--- src/rtl/img_pkg.sv ---
// Shared types and helpers for the image frame sequencer.
// Latency: n/a (types and a pure function only).
// Backpressure: n/a.
//
// Contents: processing-operation codes, frame FSM states and the
// pixel-pair address helper used by the read address generator.
package img_pkg;

  typedef enum logic [1:0] {
    OP_BRIGHT = 2'd0,
    OP_INVERT = 2'd1,
    OP_BW     = 2'd2,
    OP_THRESH = 2'd3
  } op_e;

  // The ST_ prefix keeps the state names clear of the VSYNC/HSYNC ports.
  typedef enum logic [2:0] {
    ST_IDLE,
    ST_VSYNC,
    ST_BLANK,
    ST_DATA,
    ST_DONE
  } state_e;

  // Pixel-pair index of an even column within a frame of the given line width.
  function automatic int unsigned pair_addr(input int unsigned row,
                                            input int unsigned col,
                                            input int unsigned width);
    return row * (width / 2) + col / 2;
  endfunction

endpackage

--- src/rtl/img_delay_counter.sv ---
// Fixed-length delay counter: expire is high on the MAX-th enabled cycle.
// Latency: expire is combinational from the count register and en.
// Backpressure: none; counts every enabled cycle.
//
// Ports:
//   HCLK, HRESET  clock, synchronous active-high reset
//   load          clear the count (held while the owning state is inactive)
//   en            count this cycle
//   expire        high on the last counted cycle of the delay
module img_delay_counter #(
  parameter int MAX = 1
) (
  input  logic HCLK,
  input  logic HRESET,
  input  logic load,
  input  logic en,
  output logic expire
);

  localparam int CNT_W = $clog2(MAX + 1);
  localparam logic [CNT_W-1:0] LAST = CNT_W'(MAX - 1);

  logic [CNT_W-1:0] r_cnt;

  always_ff @(posedge HCLK) begin
    if (HRESET || load) begin
      r_cnt <= '0;
    end else if (en) begin
      r_cnt <= r_cnt + CNT_W'(1);
    end
  end

  assign expire = en && (r_cnt == LAST);

endmodule

--- src/rtl/image_frame_sequencer.sv ---
// Frame controller: vertical start-up delay, then per line a blanking gap and a pixel-pair read burst.
// Latency: rd_en/rd_addr combinational from state and out_ready; pix_valid one cycle after rd_en.
// Backpressure: out_ready low in a burst stalls the read and holds row/col/rd_addr.
//
// Ports:
//   HCLK, HRESET    clock, synchronous active-high reset
//   start, abort    frame request (IDLE only) / cancel current frame
//   op_sel, op_cur  operation select and its per-frame latched copy
//   out_ready       downstream can accept one more pair next cycle
//   busy            not IDLE
//   VSYNC, HSYNC    start-up delay / active burst indicators
//   rd_en, rd_addr  pixel-pair read strobe and address
//   row, col        current line and even column
//   pix_valid       rd_en delayed to line up with memory read data
//   ctrl_done       one-cycle frame-complete pulse
module image_frame_sequencer
  import img_pkg::*;
#(
  parameter int WIDTH          = 768,
  parameter int HEIGHT         = 512,
  parameter int START_UP_DELAY = 100,
  parameter int HSYNC_DELAY    = 160,
  parameter int ADDR_W         = $clog2(WIDTH * HEIGHT / 2)
) (
  input  logic                      HCLK,
  input  logic                      HRESET,
  input  logic                      start,
  input  logic                      abort,
  input  logic [1:0]                op_sel,
  input  logic                      out_ready,
  output logic                      busy,
  output logic                      VSYNC,
  output logic                      HSYNC,
  output logic                      rd_en,
  output logic [ADDR_W-1:0]         rd_addr,
  output logic [$clog2(HEIGHT)-1:0] row,
  output logic [$clog2(WIDTH)-1:0]  col,
  output logic                      pix_valid,
  output logic [1:0]                op_cur,
  output logic                      ctrl_done
);

  localparam int ROW_W = $clog2(HEIGHT);
  localparam int COL_W = $clog2(WIDTH);
  localparam logic [ROW_W-1:0] LAST_ROW = ROW_W'(HEIGHT - 1);
  localparam logic [COL_W-1:0] LAST_COL = COL_W'(WIDTH - 2);

  state_e           r_state;
  state_e           w_next;
  logic [ROW_W-1:0] r_row;
  logic [COL_W-1:0] r_col;
  op_e              r_op;
  logic             r_pix_valid;

  logic w_busy, w_vsync, w_hsync, w_rd_en, w_done;
  logic w_vs_expire, w_hs_expire;

  // Each counter is held clear whenever its state is not active, so it
  // starts from zero on every entry.
  img_delay_counter #(.MAX(START_UP_DELAY)) u_vsync_cnt (
    .HCLK   (HCLK),
    .HRESET (HRESET),
    .load   (r_state != ST_VSYNC),
    .en     (r_state == ST_VSYNC),
    .expire (w_vs_expire)
  );

  img_delay_counter #(.MAX(HSYNC_DELAY)) u_blank_cnt (
    .HCLK   (HCLK),
    .HRESET (HRESET),
    .load   (r_state != ST_BLANK),
    .en     (r_state == ST_BLANK),
    .expire (w_hs_expire)
  );

  always_ff @(posedge HCLK) begin
    if (HRESET) begin
      r_state <= ST_IDLE;
    end else begin
      r_state <= w_next;
    end
  end

  always_comb begin
    w_next  = r_state;
    w_busy  = 1'b0;
    w_vsync = 1'b0;
    w_hsync = 1'b0;
    w_rd_en = 1'b0;
    w_done  = 1'b0;
    case (r_state)
      ST_IDLE: begin
        if (start && !abort) w_next = ST_VSYNC;
      end
      ST_VSYNC: begin
        w_busy  = 1'b1;
        w_vsync = 1'b1;
        if (abort)            w_next = ST_IDLE;
        else if (w_vs_expire) w_next = ST_BLANK;
      end
      ST_BLANK: begin
        w_busy = 1'b1;
        if (abort)            w_next = ST_IDLE;
        else if (w_hs_expire) w_next = ST_DATA;
      end
      ST_DATA: begin
        w_busy  = 1'b1;
        w_hsync = 1'b1;
        // A read still goes out in an abort cycle; its pix_valid follows.
        w_rd_en = out_ready;
        if (abort) begin
          w_next = ST_IDLE;
        end else if (w_rd_en && (r_col == LAST_COL)) begin
          w_next = (r_row == LAST_ROW) ? ST_DONE : ST_BLANK;
        end
      end
      ST_DONE: begin
        w_busy = 1'b1;
        w_done = 1'b1;
        w_next = ST_IDLE;
      end
      default: w_next = ST_IDLE;
    endcase
  end

  always_ff @(posedge HCLK) begin
    if (HRESET) begin
      r_row       <= '0;
      r_col       <= '0;
      r_op        <= OP_BRIGHT;
      r_pix_valid <= 1'b0;
    end else begin
      r_pix_valid <= w_rd_en;
      if (r_state == ST_IDLE) begin
        if (start && !abort) begin
          r_op  <= op_e'(op_sel);
          r_row <= '0;
          r_col <= '0;
        end
      end else if (abort) begin
        r_row <= '0;
        r_col <= '0;
        r_op  <= OP_BRIGHT;
      end else if (w_rd_en) begin
        if (r_col == LAST_COL) begin
          // Wrap to the next line; the last line wraps to 0 so IDLE shows zeros.
          r_col <= '0;
          r_row <= (r_row == LAST_ROW) ? '0 : r_row + ROW_W'(1);
        end else begin
          r_col <= r_col + COL_W'(2);
        end
      end
    end
  end

  assign busy      = w_busy;
  assign VSYNC     = w_vsync;
  assign HSYNC     = w_hsync;
  assign rd_en     = w_rd_en;
  assign ctrl_done = w_done;
  assign pix_valid = r_pix_valid;
  assign row       = r_row;
  assign col       = r_col;
  assign op_cur    = r_op;
  assign rd_addr   = ADDR_W'(pair_addr(32'(r_row), 32'(r_col), WIDTH));

endmodule

--- config.mk ---
export PLATFORM = sky130hd
export DESIGN_NAME = image_frame_sequencer
export DESIGN_NICKNAME = d
export VERILOG_FILES = /design/src/rtl/img_pkg.sv /design/src/rtl/img_delay_counter.sv /design/src/rtl/image_frame_sequencer.sv
export SDC_FILE = /design/constraint.sdc
export NUM_CORES = 1
export LEC_CHECK = 0
export CAP_MARGIN = 15
export CELL_PAD_IN_SITES_DETAIL_PLACEMENT = 0
export CELL_PAD_IN_SITES_GLOBAL_PLACEMENT = 1
export CORE_MARGIN = 2
export CORE_UTILIZATION = 41
export CTS_CLUSTER_DIAMETER = 30
export DETAILED_ROUTE_END_ITERATION = 10
export PLACE_DENSITY_LB_ADDON = 0.1
export REMOVE_ABC_BUFFERS = 1
export SKIP_CTS_REPAIR_TIMING = 1
export SKIP_LAST_GASP = 1
export SLEW_MARGIN = 5
export SYNTH_ARGS = -nofsm -noshare
export SYNTH_HDL_FRONTEND = slang
export SYNTH_SLANG_ARGS = --single-unit
--- constraint.sdc ---
create_clock -name HCLK -period 5.6 [get_ports HCLK]
set_input_delay 1.4 -clock HCLK [delete_from_list [all_inputs] [get_ports HCLK]]
set_output_delay 1.4 -clock HCLK [all_outputs]
set_load 0.05 [all_outputs]
# After elaboration in Yosys (flattened, before gate mapping)
# Cells that the tools add are included.
# op_classes
n_addsub	5
n_mul	1
div	0
order_cmp	0
eq_ne	14
shifts	0
n_mux	28
n_bitwise	0
n_reduce_logical	16
# ops
op	count
9-bit 2-to-1 mux	6
10-bit 2-to-1 mux	5
3-bit 2-to-1 mux	8
18-bit by 9-bit adder with 18-bit output	1
3-bit case mux with 4 select lines	1
9-bit by 2-bit multiplier with 11-bit output, second input constant	1
10-bit by 2-bit adder with 10-bit output, second input constant	1
10-bit equality test, second input constant	1
9-bit by 1-bit adder with 9-bit output, second input constant	1
9-bit equality test, second input constant	1
3-bit inequality test, second input constant	3
8-bit by 1-bit adder with 8-bit output, second input constant	1
8-bit equality test, second input constant	1
7-bit by 1-bit adder with 7-bit output, second input constant	1
7-bit equality test, second input constant	1
3-bit by 2-bit equality test with 1-bit output, second input constant	2
2-bit 2-to-1 mux	3
3-bit nonzero test	2
1-bit 2-to-1 mux	5
1-bit logical AND	4
2-bit AND reduction	2
4-bit AND reduction	1
4-bit OR reduction	1
3-bit by 1-bit equality test with 1-bit output, second input constant	1
other kinds (9)	10
# totals
ff_bits	40
latch_bits	0
ramBits	0
romBits	0
in_bits	7
out_inout_bits	45
word_cells	71
mem_count	0

# Logic depth before layout (Yosys ltp)
# Gate-level depths: netlist (run 1).
# logic_depth
word_depth	6
ltp_mapped	10
ltp_nobuf	9

# By module
# A second synthesis (run 1) with hierarchy kept.
# hier_totals
cells_unflattened	317
hier_area_um2	2602.5
# modules_own_cells
module	n_inst	cells_each	area_each_um2	seq_area_each_um2
image_frame_sequencer	1	241	1934.4	480.5
img_delay_counter at u_blank_cnt	1	42	365.4	160.2
img_delay_counter at u_vsync_cnt	1	34	302.8	140.1

# Worst setup path before layout (run 1)
# No wires, ideal clock.
# synth_timing
path_type	reg2out
startpoint	reg r_row[0] (netlist: row[0])
endpoint	out rd_addr[15]
arrival_ns	3.179
setup_slack_ns	1.021
stages_incl_launch_ff	8
path_cell_list	dfxtp_1 ha_1 fa_1 a211oi_1 o21ai_1 nor4_1 nand2_1 xnor2_1
# synth_via
elab_chain_cells	2
# synth_lines
item	line_no	source
from (decl)	image_frame_sequencer.sv:50	logic [ROW_W-1:0] r_row;
from (signal assigned)	image_frame_sequencer.sv:148	r_row <= (r_row == LAST_ROW) ? '0 : r_row + ROW_W'(1);
9-bit by 2-bit multiplier with 11-bit output	img_pkg.sv:29	return row * (width / 2) + col / 2;
18-bit by 9-bit adder with 18-bit output	img_pkg.sv:29	
to (decl)	image_frame_sequencer.sv:35	output logic [ADDR_W-1:0] rd_addr,
# Every way passes these cells.

# Final worst setup path (run 1)
# Ends and elaborated chain as after synthesis.

==> out/metrics.cfg, run 1 <==
[route]
remaining_drc_errors=0
vias=2239
routed_wl_um=5390
viasPerCell=5.27
drt_first_pass_iters=4
wl_met3_um=200
wl_met2_um=2260
highest_layer=met4
wl_met1_um=2870
drt_iter0_drc=127
wire_per_inst_um=12.7
ant_nets=0

[min_path]
min_from=u_vsync_cnt.r_cnt[0]
hp-class=reg -> reg

[power]
fin_total_pwr_mw=0.757
power_density_nw_per_um2=245
ir_drop_mv=0.203
leakagePower_nw=1.13

[grt]
grt_max_degree=19
grt_pass1_vias=1873
grt.total_usage_pct=16.5
grt_pass1_wl_um=8760
overflow=0
grt_antenna_before_repair=0

[worst_setup_path]
r2r_start=row[0]
crit_path_cell_trace=ha_1 > fa_1 > a211oi_1 > o21ai_1 > nor4_1 > nand2_1 > xnor2_1 > clkdlybuf4s50_1
worst-path-buf-inv=1
crit_path_start=row[0]
startpoint_type=register
critical_path_class=reg -> out
slowest_stage=clkdlybuf4s50_1
required_ns=4.20
cp_max_fo=8
arrival_ns=3.63
crit_family=buffers and inverters
max_stage_delay_ns=0.81
end_kind=output pin

[timing]
fin_skew_ns=0.00627
period_minus_slack_ns=5.03
grt_setup_unrepaired=false
finalHoldViolCount=0
slew_headroom_pct=58.5
fmax_mhz=199
slew_violations=0
tightest_slew_ns=0.617
fin_tns_setup_ns=0
timing.hold.ws_ns=0.462
setup_viol=0
period_share_pct=89.8
fin_ws_ns=0.574

[synthesis]
synth_seq_area_share_pct=30.9
syn-cell-area_um2=2520
synth_warnings=0
synthArstFlopShare_pct=0
synth_edf_count=0
avgSynthCellArea_um2=8.09
synth_cells=312
synthFlopType=dfxtp_1
ys_seq_elements=39
ys_types=54

[floorplanning]
rows=28
core_um2=5920
ios=52
initial_utilization_pct=42.6
die_y_um=82.5
die-area_um2=6800
die_w_um=82.5

[flow_run]
maxCapViolCount=0

[place]
gp_congestion=0.825
place_inst=419
place_area_um2=3010
hpwl_um=4140
pre_cts_slack_ns=0.850
io_buffers=50

[layout]
layout_common_cells=50 x clkdlybuf4s50_1, 46 x nor2_1, 39 x dfxtp_1, 22 x nand2_1, 18 x nand3_1
final_common_cell=clkdlybuf4s50_1
syn2layout_area_growth_pct=22.2
final_util_pct=52.1
fin_area_um2=3090
fin_cells=425
final_net_count=376
layout-drive-gt1-share_pct=3.71
diodes=0
fill_cells=578

[clock_tree]
cts_tree=built
cts_buffer_depth=2
cts_max_level=2
clk_pin_slew_worst_paths_ns=0.07
cts_sinks=39
cts_root_buffer=clkbuf_8
clk_latency_ns=0.28
cts_buffers=5

[outcome]
status=finished clean

-- metal layers --
metal / global-route usage (%) / up-vias
met5: 0 / -
met4: 4.50 / 0
met3: 3.26 / 4
met2: 24.4 / 39
met1: 24.4 / 1016
li1: - / 1180
-- final cells by class --
cell class / count / area, µm² / area share [%]
timing repair buffer: 50 / 500 / 16.2
inverter: 8 / 30.0 / 0.973
sequential: 39 / 781 / 25.3
clock buffer: 5 / 68.8 / 2.23
clock inverter: 1 / 7.51 / 0.243
tap: 75 / 93.8 / 3.04
multi-input combinational: 247 / 1610 / 52.0
-- kinds of logic after synthesis --
family | count (synthesis) | share of synthesized area (%)
mux | 4 | 1.64
compound gates | 58 | 15.4
fa+ha+maj | 18 | 9.51
other cells | 1 | 0.149
flops | 39 | 30.9
buf+inv | 26 | 5.50
simple gates | 135 | 26.1
xor+xnor | 31 | 10.8
-- worst reg2reg max path: stages (launching register included) --
cell	delay [ns]
dfxtp_1	0.39
ha_1	0.33
nand3_1	0.16
nor2_1	0.06
ha_1	0.25
nor4_1	0.50
o211ai_1	0.36
a21oi_1	0.20
o21ai_0	0.08
o21ai_0	0.08
-- sequential cells by signal, indices dropped and copies added (netlist names) --
signal,flops
pix_valid,1
col,9
r_state,3
u_vsync_cnt.r_cnt,7
u_blank_cnt.r_cnt,8
op_cur,2
row,9
-- path summary, 6_finish.rpt --
kind	endpoint	slack [ns]	cells after the start
max	rd_addr[15]	0.57	8
min	u_vsync_cnt.r_cnt[0]	0.46	1
max reg2reg	row[7]	3.10	9
min reg2reg	u_vsync_cnt.r_cnt[0]	0.46	1
-- cell usage after synthesis, types with 3 or more instances --
| cell | instances | share of area, % |
|---|---|---|
| o31ai_1 | 3 | 0.89 |
| nand2b_1 | 6 | 1.5 |
| and2_1 | 3 | 0.74 |
| nor3_1 | 10 | 2.0 |
| nand3_1 | 18 | 3.6 |
| nand4_1 | 7 | 1.7 |
| a21oi_1 | 13 | 2.6 |
| mux2i_1 | 3 | 1.2 |
| nand3b_1 | 3 | 0.89 |
| o21ai_0 | 16 | 3.2 |
| a211oi_1 | 3 | 0.89 |
| nor2_1 | 46 | 6.8 |
| nand2_1 | 22 | 3.3 |
| and3_1 | 5 | 1.2 |
| buf_2 | 3 | 0.59 |
| dfxtp_1 | 39 | 31 |
| nor4_1 | 3 | 0.74 |
| clkbuf_1 | 6 | 0.89 |
| or3_1 | 3 | 0.74 |
| buf_4 | 8 | 2.4 |
| xnor2_1 | 16 | 5.5 |
| inv_1 | 8 | 1.2 |
| xor2_1 | 15 | 5.2 |
| ha_1 | 16 | 7.9 |
-- where the power goes --
group          internal [mW]  total [mW]  switching, mW  leakage [nW]
Sequential             0.292       0.316         0.0237         0.315
Clock                 0.0827       0.176         0.0933        0.0361
Combinational         0.0882       0.265          0.177         0.779
(Power assumes the default switching activity.)
==> inputs of run 2 (changes only) <==
--- a/config.mk
+++ b/config.mk
@@ -8,7 +8,7 @@
 export CAP_MARGIN = 15
 export CELL_PAD_IN_SITES_DETAIL_PLACEMENT = 0
 export CELL_PAD_IN_SITES_GLOBAL_PLACEMENT = 1
-export CORE_MARGIN = 2
+export CORE_MARGIN = 1.5
 export CORE_UTILIZATION = 41
 export CTS_CLUSTER_DIAMETER = 30
 export DETAILED_ROUTE_END_ITERATION = 10
==> run 2 against run 1 <==
Effect of this change:
- worst hold slack better by 0.0059 ns
- sequential cell count did not move
- final cell count up 0.47%
- die area is 2.4% lower
- fmax shrank 0.76%
- routed wire length increased by 1.3%
- via count increased by 1.3%
- clock-buffer cell count stayed put
==> out/metrics.cfg, run 2 (same netlist as run 1, synthesis figures left out) <==
[clock_tree]
cts_max_level=2  ; unchanged
cts_root_buffer=clkbuf_8
cts_sinks=39  ; unchanged
clk_pin_slew_worst_paths_ns=0.08  ; about the same
cts_buffers=5  ; unchanged
cts_tree=built
clk_latency_ns=0.30  ; +0.02 ns
cts_buffer_depth=2  ; unchanged

[route]
drt_iter0_drc=131  ; +3.1%
viasPerCell=5.31  ; +0.82%
wire_per_inst_um=12.8  ; +0.83%
ant_nets=0  ; unchanged
drt_first_pass_iters=4  ; unchanged
routed_wl_um=5460  ; +1.3%
vias=2268  ; +1.3%
remaining_drc_errors=0  ; unchanged

[layout]
fill_cells=596  ; +3.1%
multi_input_area_um2=1610  ; unchanged
final_util_pct=52.4  ; +0.27 points
final_common_cell=clkdlybuf4s50_1
syn2layout_area_growth_pct=22.9
layout_common_cells=50 x clkdlybuf4s50_1, 46 x nor2_1, 39 x dfxtp_1, 22 x nand2_1, 18 x nand3_1
fin_cells=427  ; +0.47%
seqCellArea_um2=781  ; unchanged
layout-drive-gt1-share_pct=4.26  ; +0.55 points
diodes=0  ; unchanged
final_net_count=376  ; unchanged

[floorplanning]
rows=28  ; unchanged
die-area_um2=6640  ; -2.4%
die_w_um=81.5  ; -1.2%
core_um2=5920  ; unchanged
die_y_um=81.5  ; -1.2%
initial_utilization_pct=42.6  ; unchanged
ios=52  ; unchanged

[worst_setup_path]
reg2reg_to=row[7]
crit_path_start=row[0]
r2r_start=row[0]
rrSetupSlack_ns=3.07  ; -0.03 ns
reg2reg_depth=9  ; unchanged
arrival_ns=3.66  ; +0.03 ns
startpoint_type=register
end_kind=output pin
required_ns=4.20  ; about the same
critical_path_class=reg -> out
cp_max_fo=8  ; unchanged

[place]
io_buffers=50  ; unchanged
pre_cts_slack_ns=0.858  ; +0.00770 ns
gp_congestion=0.826  ; +0.11%
hpwl_um=4150  ; +0.16%
place_inst=419  ; unchanged

[timing]
fin_tns_setup_ns=0  ; unchanged
fin_skew_ns=0.00723  ; +0.000955 ns
setup_viol=0  ; unchanged
slew_headroom_pct=57.0  ; -1.6 points
slew_violations=0  ; unchanged
tightest_slew_ns=0.641  ; +0.0233 ns
fmax_mhz=197  ; -0.76%
fin_ws_ns=0.535  ; -0.0387 ns
period_minus_slack_ns=5.06  ; +0.0387 ns
period_share_pct=90.4  ; +0.69 points
timing.hold.ws_ns=0.468  ; +0.00587 ns
finalHoldViolCount=0  ; unchanged
grt_setup_unrepaired=false

[power]
p_clk_share_pct=25.4  ; +2.2 points
ir_drop_mv=0.222  ; +9.6%
power_density_nw_per_um2=252  ; +2.5%
sequentialPowerShare_pct=40.5  ; -1.2 points
power_switching_mw=0.311  ; +5.8%
p_sw_share_pct=39.9  ; +1.0 points
p_int_mw=0.469  ; +1.4%
combPwrFrac_pct=34.1  ; -0.9 points
leakagePower_nw=1.13  ; +0.41%

[grt]
grt_pass1_wl_um=9270  ; +5.7%
grt_max_degree=19  ; unchanged
grt.total_usage_pct=17.7  ; +1.1 points
overflow=0  ; unchanged
grt_pass1_vias=2012  ; +7.4%
grt_antenna_before_repair=0  ; unchanged

[min_path]
min_from=u_vsync_cnt.r_cnt[0]
hold_end=u_vsync_cnt.r_cnt[0]
hp-class=reg -> reg
holdPathStages=1  ; unchanged

[outcome]
status=finished clean

[flow_run]
maxCapViolCount=0  ; unchanged

-- run 2: changes by cell type in the layout (fill, tap and decap cells not counted), sizes merged --
cell,previous run,this run
clkinvlp,1,2
inv,8,9
-- run 2: worst max-delay path by stage --
stage | to | slack [ns] | cells past startpoint
3_5_place_dp | rd_addr[17] | 0.86 | 8
3_3_place_gp | rd_addr[15] | 0.95 | 8
2_1_floorplan | rd_addr[15] | 1.02 | 7
6_report | rd_addr[17] | 0.54 | 8
5_1_grt | rd_addr[15] | 0.21 | 8
4_1_cts | rd_addr[17] | 0.50 | 8
-- run 2: cell type report --
type | instances | area share (%)
clock inverters | 3 | 0.766
well taps | 75 | 3.02
repair buffers | 50 | 16.1
inverters | 8 | 0.968
multi-input cells | 247 | 51.7
flip-flops and latches | 39 | 25.2
clock buffers | 5 | 2.22
-- run 2: stage by stage --
step	total power, mW	cell area (µm²)
after floorplan	0.511	2420
after global placement	0.587	3010
after detailed placement	0.589	3010
after CTS	0.790	3100
after global routing	0.832	3100
final	0.781	3100
-- run 2: per-layer routing --
metal / routed length (µm) / track usage (%) / vias up
li1: - / - / 1170
met1: 2840 / 25.2 / 1047
met2: 2350 / 27.0 / 47
met3: 221 / 3.67 / 4
met4: 42 / 4.31 / 0
met5: 0 / 0 / -
-- run 2: worst max-delay path, stage by stage, from the launching register on --
cell	delay, ns
dfxtp_1	0.39
ha_1	0.33
fa_1	0.44
a211oi_1	0.39
o21ai_1	0.23
nor4_1	0.47
o2111ai_1	0.19
nand3_1	0.12
clkdlybuf4s50_1	0.80
-- run 2: power by group through the flow --
stage	clock (mW)	sequential, mW	combinational (mW)
finish	0.198	0.316	0.266
global route	0.217	0.321	0.294
floorplan	0	0.341	0.170
detailed placement	0	0.322	0.266
global placement	0	0.322	0.266
CTS	0.207	0.316	0.268
